File: src/rtl/wb_stage_pkg.sv
// Shared definitions for the Light RV32I writeback stage.
// Provides default register-file widths, the load funct3 encodings,
// the writeback FSM state encoding and a load legality helper.
package wb_stage_pkg;

    localparam int unsigned WB_DATA_WIDTH = 32;
    localparam int unsigned WB_ADDR_WIDTH = 5;

    typedef enum logic [2:0] {
        F3_LB  = 3'b000,
        F3_LH  = 3'b001,
        F3_LW  = 3'b010,
        F3_LBU = 3'b100,
        F3_LHU = 3'b101
    } load_f3_e;

    typedef enum logic {
        ST_IDLE     = 1'b0,
        ST_WAIT_RSP = 1'b1
    } wb_state_e;

    // True when the funct3 is a supported load and the offset is naturally
    // aligned for its access size.
    function automatic logic load_is_legal(input logic [2:0] funct3,
                                           input logic [1:0] offset);
        logic ok;
        case (funct3)
            F3_LB, F3_LBU: ok = 1'b1;
            F3_LH, F3_LHU: ok = ~offset[0];
            F3_LW:         ok = (offset == 2'b00);
            default:       ok = 1'b0;
        endcase
        return ok;
    endfunction

endpackage

File: src/rtl/wb_stage_load_align.sv
// Load data alignment for the writeback stage.
// Selects the addressed byte/halfword of a raw dmem word and sign- or
// zero-extends it according to the load funct3.
// Ports:
//   funct3_i  load funct3 (LB/LH/LW/LBU/LHU)
//   offset_i  low two address bits of the load
//   word_i    raw aligned word from data memory
//   data_o    extended register write value
module load_align
    import wb_stage_pkg::*;
#(
    parameter int unsigned DATA_WIDTH = WB_DATA_WIDTH
) (
    input  logic [2:0]            funct3_i,
    input  logic [1:0]            offset_i,
    input  logic [DATA_WIDTH-1:0] word_i,
    output logic [DATA_WIDTH-1:0] data_o
);

    logic [7:0]  byte_sel;
    logic [15:0] half_sel;

    always_comb begin
        case (offset_i)
            2'd0:    byte_sel = word_i[7:0];
            2'd1:    byte_sel = word_i[15:8];
            2'd2:    byte_sel = word_i[23:16];
            default: byte_sel = word_i[31:24];
        endcase
        // Only offsets 0 and 2 reach here for halfword loads.
        half_sel = offset_i[1] ? word_i[31:16] : word_i[15:0];

        case (funct3_i)
            F3_LB:   data_o = {{(DATA_WIDTH-8){byte_sel[7]}}, byte_sel};
            F3_LBU:  data_o = {{(DATA_WIDTH-8){1'b0}}, byte_sel};
            F3_LH:   data_o = {{(DATA_WIDTH-16){half_sel[15]}}, half_sel};
            F3_LHU:  data_o = {{(DATA_WIDTH-16){1'b0}}, half_sel};
            default: data_o = word_i;
        endcase
    end

endmodule

File: src/rtl/wb_stage.sv
// Writeback stage of the Light RV32I pipeline.
// Accepts retiring instructions from MEM (valid/ready), waits for the dmem
// response on loads, aligns/extends load data and issues a registered
// single-cycle register file write. Flags misaligned loads and response
// timeouts with one-cycle pulses.
// Ports:
//   clk, reset_n          clock, async active-low reset
//   i_MemValid/o_MemReady MEM-stage handshake
//   i_RdAddr, i_AluResult destination register and non-load result
//   i_IsLoad, i_LoadFunct3, i_ByteOffset  load descriptor
//   i_DmemRspValid/Data   data memory read response
//   o_RegWr*              register file write port
//   o_Retire, o_MisalignErr, o_BusErr  per-instruction event pulses
module wb_stage
    import wb_stage_pkg::*;
#(
    parameter int unsigned DATA_WIDTH  = WB_DATA_WIDTH,
    parameter int unsigned ADDR_WIDTH  = WB_ADDR_WIDTH,
    parameter int unsigned RSP_TIMEOUT = 16,
    parameter int unsigned TMO_WIDTH   = 5
) (
    input  logic                  clk,
    input  logic                  reset_n,
    input  logic                  i_MemValid,
    output logic                  o_MemReady,
    input  logic [ADDR_WIDTH-1:0] i_RdAddr,
    input  logic [DATA_WIDTH-1:0] i_AluResult,
    input  logic                  i_IsLoad,
    input  logic [2:0]            i_LoadFunct3,
    input  logic [1:0]            i_ByteOffset,
    input  logic                  i_DmemRspValid,
    input  logic [DATA_WIDTH-1:0] i_DmemRspData,
    output logic [ADDR_WIDTH-1:0] o_RegWrAddr,
    output logic [DATA_WIDTH-1:0] o_RegWrData,
    output logic                  o_RegWrEn,
    output logic                  o_Retire,
    output logic                  o_MisalignErr,
    output logic                  o_BusErr
);

    wb_state_e             state_q, state_d;
    logic [TMO_WIDTH-1:0]  cnt_q, cnt_d;
    logic [ADDR_WIDTH-1:0] rd_q, rd_d;
    logic [2:0]            f3_q, f3_d;
    logic [1:0]            off_q, off_d;
    logic [ADDR_WIDTH-1:0] wr_addr_q, wr_addr_d;
    logic [DATA_WIDTH-1:0] wr_data_q, wr_data_d;
    logic                  wr_en_q, wr_en_d;
    logic                  retire_q, retire_d;
    logic                  mis_q, mis_d;
    logic                  bus_q, bus_d;
    logic [DATA_WIDTH-1:0] load_data;

    load_align #(.DATA_WIDTH(DATA_WIDTH)) u_load_align (
        .funct3_i (f3_q),
        .offset_i (off_q),
        .word_i   (i_DmemRspData),
        .data_o   (load_data)
    );

    assign o_MemReady    = (state_q == ST_IDLE);
    assign o_RegWrAddr   = wr_addr_q;
    assign o_RegWrData   = wr_data_q;
    assign o_RegWrEn     = wr_en_q;
    assign o_Retire      = retire_q;
    assign o_MisalignErr = mis_q;
    assign o_BusErr      = bus_q;

    always_comb begin
        state_d   = state_q;
        cnt_d     = cnt_q;
        rd_d      = rd_q;
        f3_d      = f3_q;
        off_d     = off_q;
        wr_addr_d = wr_addr_q;
        wr_data_d = wr_data_q;
        wr_en_d   = 1'b0;
        retire_d  = 1'b0;
        mis_d     = 1'b0;
        bus_d     = 1'b0;

        case (state_q)
            ST_IDLE: begin
                // Responses seen while idle (including the accept cycle) are dropped.
                if (i_MemValid) begin
                    if (!i_IsLoad) begin
                        retire_d = 1'b1;
                        if (i_RdAddr != '0) begin
                            wr_en_d   = 1'b1;
                            wr_addr_d = i_RdAddr;
                            wr_data_d = i_AluResult;
                        end
                    end else if (!load_is_legal(i_LoadFunct3, i_ByteOffset)) begin
                        retire_d = 1'b1;
                        mis_d    = 1'b1;
                    end else begin
                        state_d = ST_WAIT_RSP;
                        cnt_d   = '0;
                        rd_d    = i_RdAddr;
                        f3_d    = i_LoadFunct3;
                        off_d   = i_ByteOffset;
                    end
                end
            end
            ST_WAIT_RSP: begin
                // A response on the final counted cycle still beats the timeout.
                if (i_DmemRspValid) begin
                    retire_d = 1'b1;
                    state_d  = ST_IDLE;
                    if (rd_q != '0) begin
                        wr_en_d   = 1'b1;
                        wr_addr_d = rd_q;
                        wr_data_d = load_data;
                    end
                end else if (cnt_q == TMO_WIDTH'(RSP_TIMEOUT)) begin
                    retire_d = 1'b1;
                    bus_d    = 1'b1;
                    state_d  = ST_IDLE;
                end else begin
                    cnt_d = cnt_q + 1'b1;
                end
            end
            default: state_d = ST_IDLE;
        endcase
    end

    always_ff @(posedge clk or negedge reset_n) begin
        if (!reset_n) begin
            state_q   <= ST_IDLE;
            cnt_q     <= '0;
            rd_q      <= '0;
            f3_q      <= '0;
            off_q     <= '0;
            wr_addr_q <= '0;
            wr_data_q <= '0;
            wr_en_q   <= 1'b0;
            retire_q  <= 1'b0;
            mis_q     <= 1'b0;
            bus_q     <= 1'b0;
        end else begin
            state_q   <= state_d;
            cnt_q     <= cnt_d;
            rd_q      <= rd_d;
            f3_q      <= f3_d;
            off_q     <= off_d;
            wr_addr_q <= wr_addr_d;
            wr_data_q <= wr_data_d;
            wr_en_q   <= wr_en_d;
            retire_q  <= retire_d;
            mis_q     <= mis_d;
            bus_q     <= bus_d;
        end
    end

endmodule
File: config.mk
export PLATFORM = sky130hd
export DESIGN_NAME = wb_stage
export DESIGN_NICKNAME = d
export VERILOG_FILES = /design/src/rtl/wb_stage_pkg.sv /design/src/rtl/wb_stage_load_align.sv /design/src/rtl/wb_stage.sv
export SDC_FILE = /design/constraint.sdc
export NUM_CORES = 1
export LEC_CHECK = 0
export ABC_CLOCK_PERIOD_IN_PS = 1900
export BUFFER_PORTS_ARGS = -buffer_cell sky130_fd_sc_hd__buf_2
export CAP_MARGIN = 30
export CORE_MARGIN = 1
export CORE_UTILIZATION = 45
export DETAILED_ROUTE_END_ITERATION = 8
export PLACE_DENSITY = 0.77
export SLEW_MARGIN = 25
export SYNTH_ARGS = -nofsm -noshare
export SYNTH_HDL_FRONTEND = slang
export SYNTH_SLANG_ARGS = --single-unit
File: constraint.sdc
create_clock -name clk -period 1.9 [get_ports clk]
set_input_delay 0.095 -clock clk [delete_from_list [all_inputs] [get_ports clk]]
set_output_delay 0.095 -clock clk [all_outputs]
set_load 0.02 [all_outputs]
### Word level (Yosys, flattened, before mapping)

Cells that the tools add are included.

| word-level totals | value |
|---|---|
| flip-flop bits (word level) | 57 |
| input port bits | 79 |
| word-level logic and storage cells | 92 |
| output and inout port bits | 42 |

| cells by class | value |
|---|---|
| eq/ne operators | 19 |
| bitwise operators | 2 |
| mux-type cells | 48 |
| reductions and logical operators | 11 |
| $add $sub $neg | 1 |

Operators by type and width:

| cell | count |
|---|---|
| $mux 32 | 5 |
| $pmux 32 s4 | 1 |
| $pmux 32 s2 | 1 |
| $mux 5 | 10 |
| $pmux 8 s3 | 1 |
| $mux 1 | 23 |
| $pmux 5 s2 | 2 |
| $mux 16 | 1 |
| $eq 3x3->1 const B | 4 |
| $ne 2x2->1 const B | 5 |
| $reduce_and 5->1 | 2 |
| $reduce_bool 5->1 | 2 |
| $ne 2x1->1 const B | 4 |
| $eq 3x1->1 const B | 2 |
| $logic_not 3->1 | 2 |
| $pmux 1 s2 | 3 |
| $add 5x1->5 const B | 1 |
| $eq 5x5->1 const B | 1 |
| $logic_not 2->1 | 2 |
| $reduce_and 4->1 | 1 |
| $reduce_or 2->1 | 2 |
| $eq 3x2->1 const B | 1 |
| $pmux 1 s3 | 1 |
| $eq 2x1->1 const B | 1 |
| 2 further kinds | 3 |

### Longest topological paths before layout

Gate-level depths: netlist (run 1).

| logic depth | value |
|---|---|
| depth after elaboration | 10 |
| mapped depth | 7 |
| mapped depth without buffers | 6 |

### Hierarchy

From an unflattened synthesis (run 1), not the netlist that was laid out.

| unflattened totals | value |
|---|---|
| cells, all modules | 327 |
| area, all modules | 3,738.6 sq um |

Modules (own cells, without submodules):

| module | area each (sq um) | cells each | times used |
|---|---|---|---|
| wb_stage | 2,768.9 | 194 | 1 |
| load_align | 969.7 | 133 | 1 |

### Worst setup path after synthesis (run 1)

No wires, ideal clock.

| path | value |
|---|---|
| path type | flip-flop to flip-flop |
| start point | register off_q[1] |
| end point | register wr_data_q[21], in the netlist o_RegWrData[21] |
| period minus slack after synthesis | 1.850 ns |
| setup time | 0.126 ns |
| arrival | 1.724 ns |
| setup slack | 0.050 ns |
| required time | 1.774 ns |
| stages on the path, launching flop included | 8 |
| path through | dfrtp_1 buf_6 mux4_2 or2_1 buf_6 buf_8 a221oi_2 o31ai_1 |

| between the ends | value |
|---|---|
| word-level cells in the longest chain between the ends | 6 |
| elaborated cells on any way between the ends | 9 |
| classes of those cells | eq/ne: 2; mux: 6; reduce/logical: 1 |

Ends and longest elaborated chain:

| what | RTL line | RTL |
|---|---|---|
| from (decl) | wb_stage.sv:45 | `logic [1:0] off_q, off_d;` |
| from (signal assigned) | wb_stage.sv:133 | `off_q <= '0;` |
| from (signal assigned) | wb_stage.sv:145 | `off_q <= off_d;` |
| $eq 2x2->1 (tied with other cells) | wb_stage_load_align.sv:24 | `case (offset_i)` |
| $pmux 8 s3 | wb_stage_load_align.sv:24 |  |
| $pmux 32 s4 * | wb_stage_load_align.sv:33 | `case (funct3_i)` |
| $mux 32 * | wb_stage.sv:110 | `if (rd_q != '0) begin` |
| $mux 32 * | wb_stage.sv:107 | `if (i_DmemRspValid) begin` |
| $pmux 32 s2 * | wb_stage.sv:82 | `case (state_q)` |
| to (signal assigned) | wb_stage.sv:147 | `wr_data_q <= wr_data_d;` |
| to (decl) | wb_stage.sv:47 | `logic [DATA_WIDTH-1:0] wr_data_q, wr_data_d;` |

Every way passes the cells marked *; elsewhere a longest branch is shown, timed or not. The select of a mux whose other input is x is not followed.
A chain may end at the register's enable or synchronous reset.

### Worst setup path after layout (run 1)

| path | value |
|---|---|
| start point | register rd_q[2] |
| end point | register wr_data_q[14], in the netlist o_RegWrData[14] |

| between the ends | value |
|---|---|
| word-level cells in the longest chain between the ends | 3 |

Ends and longest elaborated chain:

| what | RTL line | RTL |
|---|---|---|
| from (decl) | wb_stage.sv:43 | `logic [ADDR_WIDTH-1:0] rd_q, rd_d;` |
| from (signal assigned) | wb_stage.sv:143 | `rd_q <= rd_d;` |
| $reduce_bool 5->1 | wb_stage.sv:110 |  |
| $ne 2x1->1 (no line) | - |  |
| $reduce_and 5->1 (no line) | - |  |

No other way between the ends.

==> flow_metrics.tcl, run 1 <==
set metrics [dict create \
    drt-wirelength-per-cell_um 16.80 \
    intPower_mw 3.219 \
    cts_tree "built" \
    p_leak_nw 2.079 \
    hold_path.startpoint "i_RdAddr[4]" \
    diodes 0 \
    worst_pin_slew_ns 0.5283 \
    period_minus_slack_ns 1.840 \
    grt_pass1_wl_mm 14.96 \
    drv_cap 0 \
    dp.final_hpwl_mm 7.025 \
    place_area_um2 4109 \
    die_area_um2 7738 \
    drtAntennaViolNets 0 \
    status "finished, final reports clean" \
    grtUsageTotal_pct 25.62 \
    clkPwrFrac_pct 27.3 \
    grt_pass1_vias 3154 \
    crit_path_max_fanout 3 \
    clock_latency_ns 0.34 \
    dieHeight_um 87.97 \
    yosys-top-cells-count "dfrtp_1, nor2_1, nand3_1, clkbuf_1, mux2i_1" \
    drtIter0Drc 222 \
    area_growth_pct 33.78 \
    cts_sinks 57 \
    route.detailed.drc 0 \
    rows 30 \
    synth-seq-cells 57 \
    yosysMostFrequentCell "dfrtp_1" \
    crit_slowest_cell "or4_4" \
    fin_crit_sh_pct 96.83 \
    reg2reg_depth 5 \
    yosys.area.top_type "dfrtp_1" \
    clkTransAtPathRegs_ns 0.07 \
    via_count 3267 \
    port_buffers 120 \
    core_um2 6982 \
    relSlewSlack_pct 64.78 \
    syn_nets 425 \
    worstPathArrival_ns 2.06 \
    synth_async_sr_flop_share_pct 100.0 \
    synthFlopType "dfrtp_1" \
    start_kind "register" \
    rr_startpoint "rd_q[2]$_DFFE_PN0P_" \
    finalHoldViolations 0 \
    p_per_area_nw_per_um2 1138 \
    cts_made_buffers 9 \
    overflow 0 \
    ios 121 \
    critPathLaunch "rd_q[2]$_DFFE_PN0P_" \
    ys_seq_area_share_pct 42.89 \
    required_ns 2.12 \
    initial_utilization_pct 47.63 \
    crit_chain "or4_4 -> o211a_4 -> nor2_4 -> inv_2 -> mux2_1" \
    min_path_type "in2reg" \
    syn_inst 344 \
    cts-htree-levels 3 \
    grt_max_degree 37 \
    wl_mm 9.527 \
    slew_viol_final 0 \
    pre_cts_ws_ns 0.02594 \
    ctsRootBufferMaster "clkbuf_8" \
    combinationalPowerShare_pct 38.3 \
    vias_per_cell 5.762 \
    synth-edff-count 0 \
    first_pass_iters 4 \
    ir_worst_vdd_v 0.0007569 \
    p_switching_mw 1.844 \
    seq_power_share_pct 34.4 \
    mappedNetlistArea_um2 3326 \
    num-nets-final 547 \
    fmax_mhz 543.6 \
    avgSynthCellArea_um2 9.668 \
    swShare_pct 36.43 \
    max-clock-path-buffers 2 \
    synth.area.top_cells "dfrtp_1, mux2i_1, a221oi_2, nand3_1, mux2_2" \
    gp_congestion 0.8546 \
    crit_type "reg2reg" \
    die_x_um 87.97 \
    ys_warn_count 0 \
    setup-violations-final 0 \
    synth.distinct_cells 45 \
    critPathMaxStageDelay_ns 0.55 \
    post-route-cell-area_um2 4449 \
    critPathCaptureType "register" \
    fin_ws_ns 0.06032 \
    antenna_found_initial 0 \
    holdPathStages 2 \
    synth.top_cell.area_share_pct 42.89 \
    drive_gt1_share_pct 40.55 \
    finClkSkew_ns 0.009848 \
]
layout make-up:
cell class | instances | area [um^2]
fill | 612 | 2532
multi-input combinational | 246 | 1772
tap | 96 | 120.1
timing repair buffer | 144 | 858.3
clock inverter | 6 | 105.1
clock buffer | 10 | 137.6
sequential | 57 | 1426
inverter | 8 | 30.03
sequential cells by signal (all words and copies together), names as in the netlist:
register	cells
o_MisalignErr	1
rd_q	5
o_BusErr	1
o_Retire	1
o_RegWrEn	1
cnt_q	5
o_RegWrAddr	5
off_q	2
o_RegWrData	32
state_q	1
f3_q	3
power groups by stage:
stage | logic [mW] | clock network, mW | registers (mW)
2_1_floorplan | 0.983 | 0 | 2.00
3_3_place_gp | 1.85 | 0 | 1.74
3_5_place_dp | 1.89 | 0 | 1.75
4_1_cts | 1.90 | 1.41 | 1.74
5_1_grt | 2.11 | 1.45 | 1.78
6_report | 1.94 | 1.38 | 1.74
metrics by stage:
step                power, mW  hold slack (ns)  setup TNS, ns  util, %  instances
floorplan               2.980          -0.2006              0        -        344
global placement        3.593          0.08938              0    58.85        548
detailed placement      3.645          0.09394              0    58.85        548
CTS                     5.044         0.002530              0    62.76        567
global route            5.337          0.01931       -0.03067    63.73        567
finish                  5.063          0.01851              0    63.73        567
worst paths after layout:
path | slack (ns) | endpoint
max | 0.06 | o_RegWrData[14]$_DFFE_PN0P_
min | 0.02 | rd_q[4]$_DFFE_PN0P_
max reg2reg | 0.06 | o_RegWrData[14]$_DFFE_PN0P_
min reg2reg | 0.50 | o_RegWrAddr[3]$_DFFE_PN0P_
max in group asynchronous | 1.05 | rd_q[0]$_DFFE_PN0P_
min in group asynchronous | 0.26 | o_RegWrData[21]$_DFFE_PN0P_
cells in the final DEF (no fill, tap or decap), drive strengths merged, types with 8 or more instances in the layout:
cell and instances:
nor3 16, nand2 19, nor3b 8, nand3 25, clkbuf 10, a31oi 15, mux2i 20, nor2 30
buf 141, mux2 12, o31ai 16, o21ai 17, nor2b 9, a221oi 16, dfrtp 57
critical path, delay by kind of cell (launching register included):
kind	cells	cell delay [ns]
and+or+nand+nor	2	0.70
DFF	1	0.40
muxes	1	0.31
buffers and inverters	1	0.06
AOI/OAI and AO/OA	1	0.26
timing repair:
action,CTS,global route
endpoints found under the setup margin,0,28
resized for setup,0,12
endpoints found under the hold margin,23,0
hold buffers,3,0
buffers inserted,0,0
cells by family after synthesis:
| group | Yosys count | synth area share (%) |
|---|---|---|
| buffers and inverters | 41 | 5.643 |
| AO/OA/AOI/OAI | 91 | 21.63 |
| multiplexers | 33 | 10.76 |
| adder cells (fa/ha/maj) | 2 | 0.7523 |
| XOR/XNOR | 3 | 0.7902 |
| flip-flops | 57 | 42.89 |
| AND/OR/NAND/NOR | 117 | 17.53 |
layer usage:
metal  part of all wire, %  up-vias  GRT usage, %  wire length [um]
met2                    50      134         44.47              4811
li1                      -     1538             -                 -
met4                   1.0        0         9.538                95
met1                    41     1587         31.71              3937
met3                   7.2        8         4.713               682
met5                     0        -             0                 0
No activity file was read; power rests on OpenSTA's default activity.
==> run 2: changes to the inputs <==
- ABC_CLOCK_PERIOD_IN_PS: 1900 -> 2090
- PLACE_DENSITY: 0.77 -> 0.83
- clock period: 1.9 -> 2.09 ns (I/O delays scaled with it)
==> flow_metrics.tcl, run 2 (synthesis results as in run 1) <==
set metrics [dict create \
    first_pass_iters 5 \
    ctsRootBufferMaster "clkbuf_8" \
    r2r_end "o_RegWrData[16]$_DFFE_PN0P_" \
    fmax_mhz 517.4 \
    slew_viol_final 0 \
    crit_path_max_fanout 34 \
    clkTransAtPathRegs_ns 0.06 \
    rows 30 \
    final_common_cell "buf_2" \
    required_ns 2.32 \
    min_path_type "in2reg" \
    grt_pass1_vias 3228 \
    overflow 0 \
    diodes 0 \
    hold_path.startpoint "i_IsLoad" \
    ir_worst_vdd_v 0.0005588 \
    dp.final_hpwl_mm 7.213 \
    final_cell_mix "buf_2, dfrtp_1, nor2_1" \
    fin_crit_sh_pct 92.47 \
    cts_made_buffers 9 \
    clock_latency_ns 0.34 \
    wl_mm 9.964 \
    crit_type "reg2reg" \
    drtIter0Drc 315 \
    nFillCells 629 \
    gp_congestion 0.8522 \
    relSlewSlack_pct 52.10 \
    drive_gt1_share_pct 38.38 \
    grt_pass1_wl_mm 15.66 \
    post-route-cell-area_um2 4292 \
    grt_max_degree 35 \
    antenna_found_initial 0 \
    start_kind "register" \
    p_leak_nw 2.020 \
    port_buffers 120 \
    fin_tns_setup_ns 0 \
    worstPathArrival_ns 2.16 \
    rr_startpoint "off_q[1]$_DFFE_PN0P_" \
    num-nets-final 545 \
    vias_per_cell 5.924 \
    drt-wirelength-per-cell_um 17.64 \
    die_area_um2 7738 \
    core_um2 6982 \
    rsz0062_at_grt "false" \
    drtAntennaViolNets 0 \
    period_minus_slack_ns 1.933 \
    initial_utilization_pct 47.63 \
    dieHeight_um 87.97 \
    reg2reg_depth 6 \
    cts-htree-levels 3 \
    p_per_area_nw_per_um2 1032 \
    worst_pin_slew_ns 0.7185 \
    via_count 3347 \
    setup-violations-final 0 \
    ios 121 \
    critPathLaunch "off_q[1]$_DFFE_PN0P_" \
    place_area_um2 4051 \
    status "finished, final reports clean" \
    finalHoldViolations 0 \
    r2r_slack_ns 0.16 \
    route.detailed.drc 0 \
    die_x_um 87.97 \
    cts_tree "built" \
    largest_register_ffs 32 \
    cts_sinks 57 \
    grtUsageTotal_pct 26.83 \
    critPathCaptureType "register" \
    crit_end "o_RegWrData[16]$_DFFE_PN0P_" \
    finClkSkew_ns 0.007726 \
    area_growth_pct 29.04 \
    drv_cap 0 \
    max-clock-path-buffers 2 \
    post_cts_resized 0 \
]
## run 2: cell count changes in the layout (fill, tap and decap cells not counted), sizes merged
cell         delta
buf             -1
bufinv          -1
clkbuf          +1
dlygate4sd3     -1
## run 2: through the flow
| stage | total power [mW] | cells | worst slack [ns] | hold WS (ns) | utilization [%] |
|---|---|---|---|---|---|
| after global routing | 4.686 | 565 | 0.05659 | 0.006953 | 61.47 |
| after detailed placement | 3.277 | 547 | 0.1997 | 0.1963 | 58.03 |
| final | 4.428 | 565 | 0.1574 | 0.008162 | 61.47 |
| after global placement | 3.208 | 547 | 0.2709 | 0.1905 | 58.03 |
| after CTS | 4.443 | 565 | 0.1684 | 0.002430 | 61.47 |
| after floorplan | 2.709 | 344 | 0.2402 | -0.1911 | - |
## run 2: worst min-delay path by stage
stage / cells past startpoint / slack (ns) / end
final: 2 / 0.008 / o_Retire$_DFF_PN0_
after global routing: 2 / 0.007 / o_Retire$_DFF_PN0_
after CTS: 2 / 0.002 / o_Retire$_DFF_PN0_
after detailed placement: 1 / 0.20 / o_RegWrData[25]$_DFFE_PN0P_
after global placement: 1 / 0.19 / o_RegWrData[26]$_DFFE_PN0P_
after floorplan: 0 / -0.19 / cnt_q[0]$_DFFE_PN0P_
## run 2: repair_timing
item                                   4_1_cts  5_1_grt
endpoints found under the hold margin       31        0
buffers inserted                             0        0
hold buffers                                 2        0
## run 2: layout make-up
class | count | area (um^2) | share of cell area [%]
tap | 96 | 120.1 | 2.799
clock inverter | 5 | 78.83 | 1.837
timing repair buffer | 142 | 783.3 | 18.25
inverter | 8 | 30.03 | 0.6997
multi-input combinational | 246 | 1712 | 39.88
sequential | 57 | 1426 | 33.24
clock buffer | 11 | 141.4 | 3.294
## run 2: power by group
| part | internal (mW) | total [mW] | switching [mW] |
|---|---|---|---|
| logic | 0.662 | 1.68 | 1.01 |
| registers | 1.38 | 1.60 | 0.219 |
| clock network | 0.702 | 1.15 | 0.449 |
## run 2: metal layers
layer / global-route usage (%) / part of all wire (%) / up-vias
met5: 0 / 0 / -
met4: 9.240 / 1.1 / 0
met3: 5.655 / 7.9 / 14
met2: 46.09 / 50 / 171
met1: 33.49 / 41 / 1621
li1: - / - / 1541
## run 2: worst max-delay path, stage by stage (launching register included)
cell	delay, ns
dfrtp_1	0.38
buf_4	0.35
mux2i_1	0.16
a211oi_2	0.24
buf_4	0.29
a221oi_1	0.11
o31ai_1	0.28
==> run 3: changes to the inputs <==
- ABC_CLOCK_PERIOD_IN_PS: 2090 -> 2400
- clock period: 2.09 -> 2.4 ns (I/O delays scaled with it)
==> flow_metrics.tcl, run 3 (synthesis results as in run 1) <==
set metrics [dict create \
    initial_utilization_pct 47.63 \
    rsz0062_at_grt "false" \
    ctsRootBufferMaster "clkbuf_8" \
    drtIter0Drc 193 \
    required_ns 2.61 \
    fmax_mhz 481.3 \
    fin_tns_setup_ns 0 \
    drv_cap 0 \
    largest_register_ffs 32 \
    cts_sinks 57 \
    dieHeight_um 87.97 \
    nFillCells 640 \
    hold_path.startpoint "i_IsLoad" \
    first_pass_iters 4 \
    critPathMaxStageDelay_ns 0.56 \
    place_area_um2 4009 \
    start_kind "register" \
    status "finished, final reports clean" \
    instances_no_fill 560 \
    cts_tree "built" \
    wl_mm 9.366 \
    gp_congestion 0.8632 \
    critPathCaptureType "register" \
    worstPathBufferInverterCount 1 \
    grt_pass1_vias 3104 \
    dp.final_hpwl_mm 6.908 \
    relSlewSlack_pct 48.90 \
    clkTransAtPathRegs_ns 0.06 \
    crit_chain "or4_1 -> o211a_2 -> nor2_4 -> inv_2 -> mux2_1" \
    p_leak_nw 1.983 \
    slew_viol_final 0 \
    cts_setup_buffers 0 \
    ir_worst_vdd_v 0.0004577 \
    cts-htree-levels 3 \
    period_minus_slack_ns 2.078 \
    drive_gt1_share_pct 37.72 \
    reg2reg_depth 5 \
    final_common_cell "buf_2" \
    fin_crit_sh_pct 86.57 \
    clock_latency_ns 0.34 \
    overflow 0 \
    antenna_found_initial 0 \
    cp.depth 5 \
    via_count 3264 \
    grtUsageTotal_pct 25.67 \
    pre_cts_ws_ns 0.3306 \
    core_um2 6982 \
    die_area_um2 7738 \
    diodes 0 \
    totalPowerFinal_mw 3.714 \
    crit_path_max_fanout 16 \
    rr_startpoint "rd_q[2]$_DFFE_PN0P_" \
    seq_area_um2 1426 \
    port_buffers 120 \
    dp.cells 543 \
    post-route-cell-area_um2 4224 \
    grt_pass1_wl_mm 15.01 \
    finClkSkew_ns 0.01114 \
    finalHoldViolations 0 \
    fin_ws_ns 0.3224 \
    grt_max_degree 58 \
    r2r_end "o_RegWrData[14]$_DFFE_PN0P_" \
    multi_input_area_um2 1712 \
    rows 30 \
    crit_end "o_RegWrData[14]$_DFFE_PN0P_" \
    die_x_um 87.97 \
    crit_family "simple AND/OR/NAND/NOR gates" \
    final_cell_mix "buf_2, dfrtp_1, nor2_1" \
    min_path_type "in2reg" \
    crit_slowest_cell "or4_1" \
    worst_pin_slew_ns 0.7664 \
    max-clock-path-buffers 2 \
    drt-wirelength-per-cell_um 16.73 \
    r2r_slack_ns 0.32 \
    critPathLaunch "rd_q[2]$_DFFE_PN0P_" \
    ios 121 \
    drtAntennaViolNets 0 \
    p_per_area_nw_per_um2 879.2 \
    vias_per_cell 5.829 \
    setup-violations-final 0 \
    num-nets-final 541 \
    crit_type "reg2reg" \
    route.detailed.drc 0 \
    worstPathArrival_ns 2.29 \
    area_growth_pct 27.01 \
    cts_made_buffers 9 \
]
[run 3: worst min path at each step]
stage	endpoint	slack, ns	depth (start not counted)
after floorplan	cnt_q[0]$_DFFE_PN0P_	-0.18	0
after global placement	o_RegWrData[26]$_DFFE_PN0P_	0.30	2
after detailed placement	o_RegWrData[27]$_DFFE_PN0P_	0.31	2
after CTS	o_Retire$_DFF_PN0_	0.003	2
after global routing	o_Retire$_DFF_PN0_	0.02	2
final	o_Retire$_DFF_PN0_	0.02	2
[run 3: per-stage QoR]
| step | utilization [%] | hold WS [ns] |
|---|---|---|
| finish | 60.50 | 0.02058 |
| CTS | 60.50 | 0.002916 |
| global route | 60.50 | 0.01992 |
| global placement | 57.42 | 0.3041 |
| floorplan | - | -0.1756 |
| detailed placement | 57.42 | 0.3094 |
[run 3: routing by layer]
layer	vias up	routed length [um]	GRT usage, %
li1	1529	-	-
met1	1559	3935	32.31
met2	156	4478	42.71
met3	20	732	5.372
met4	0	220	11.18
met5	-	0	0
[run 3: what timing repair did]
| item | in CTS | in global routing |
|---|---|---|
| endpoints found under the hold margin | 58 | 0 |
| endpoints found under the setup margin | 0 | 0 |
| gates resized for setup | 0 | 0 |
| hold buffers | 2 | 0 |
[run 3: final cells by class]
type | instances | share of cell area (%)
multi-input cells | 246 | 40.52
flip-flops and latches | 57 | 33.77
repair buffers | 138 | 17.54
clock buffers | 12 | 3.673
well taps | 96 | 2.844
clock inverters | 3 | 0.9479
inverters | 8 | 0.7109
[run 3: where the power goes]
| part | switching [mW] | total, mW | internal, mW |
|---|---|---|---|
| clock | 0.367 | 0.894 | 0.527 |
| sequential | 0.186 | 1.39 | 1.20 |
| combinational | 0.871 | 1.43 | 0.559 |
| total | 1.42 | 3.71 | 2.29 |
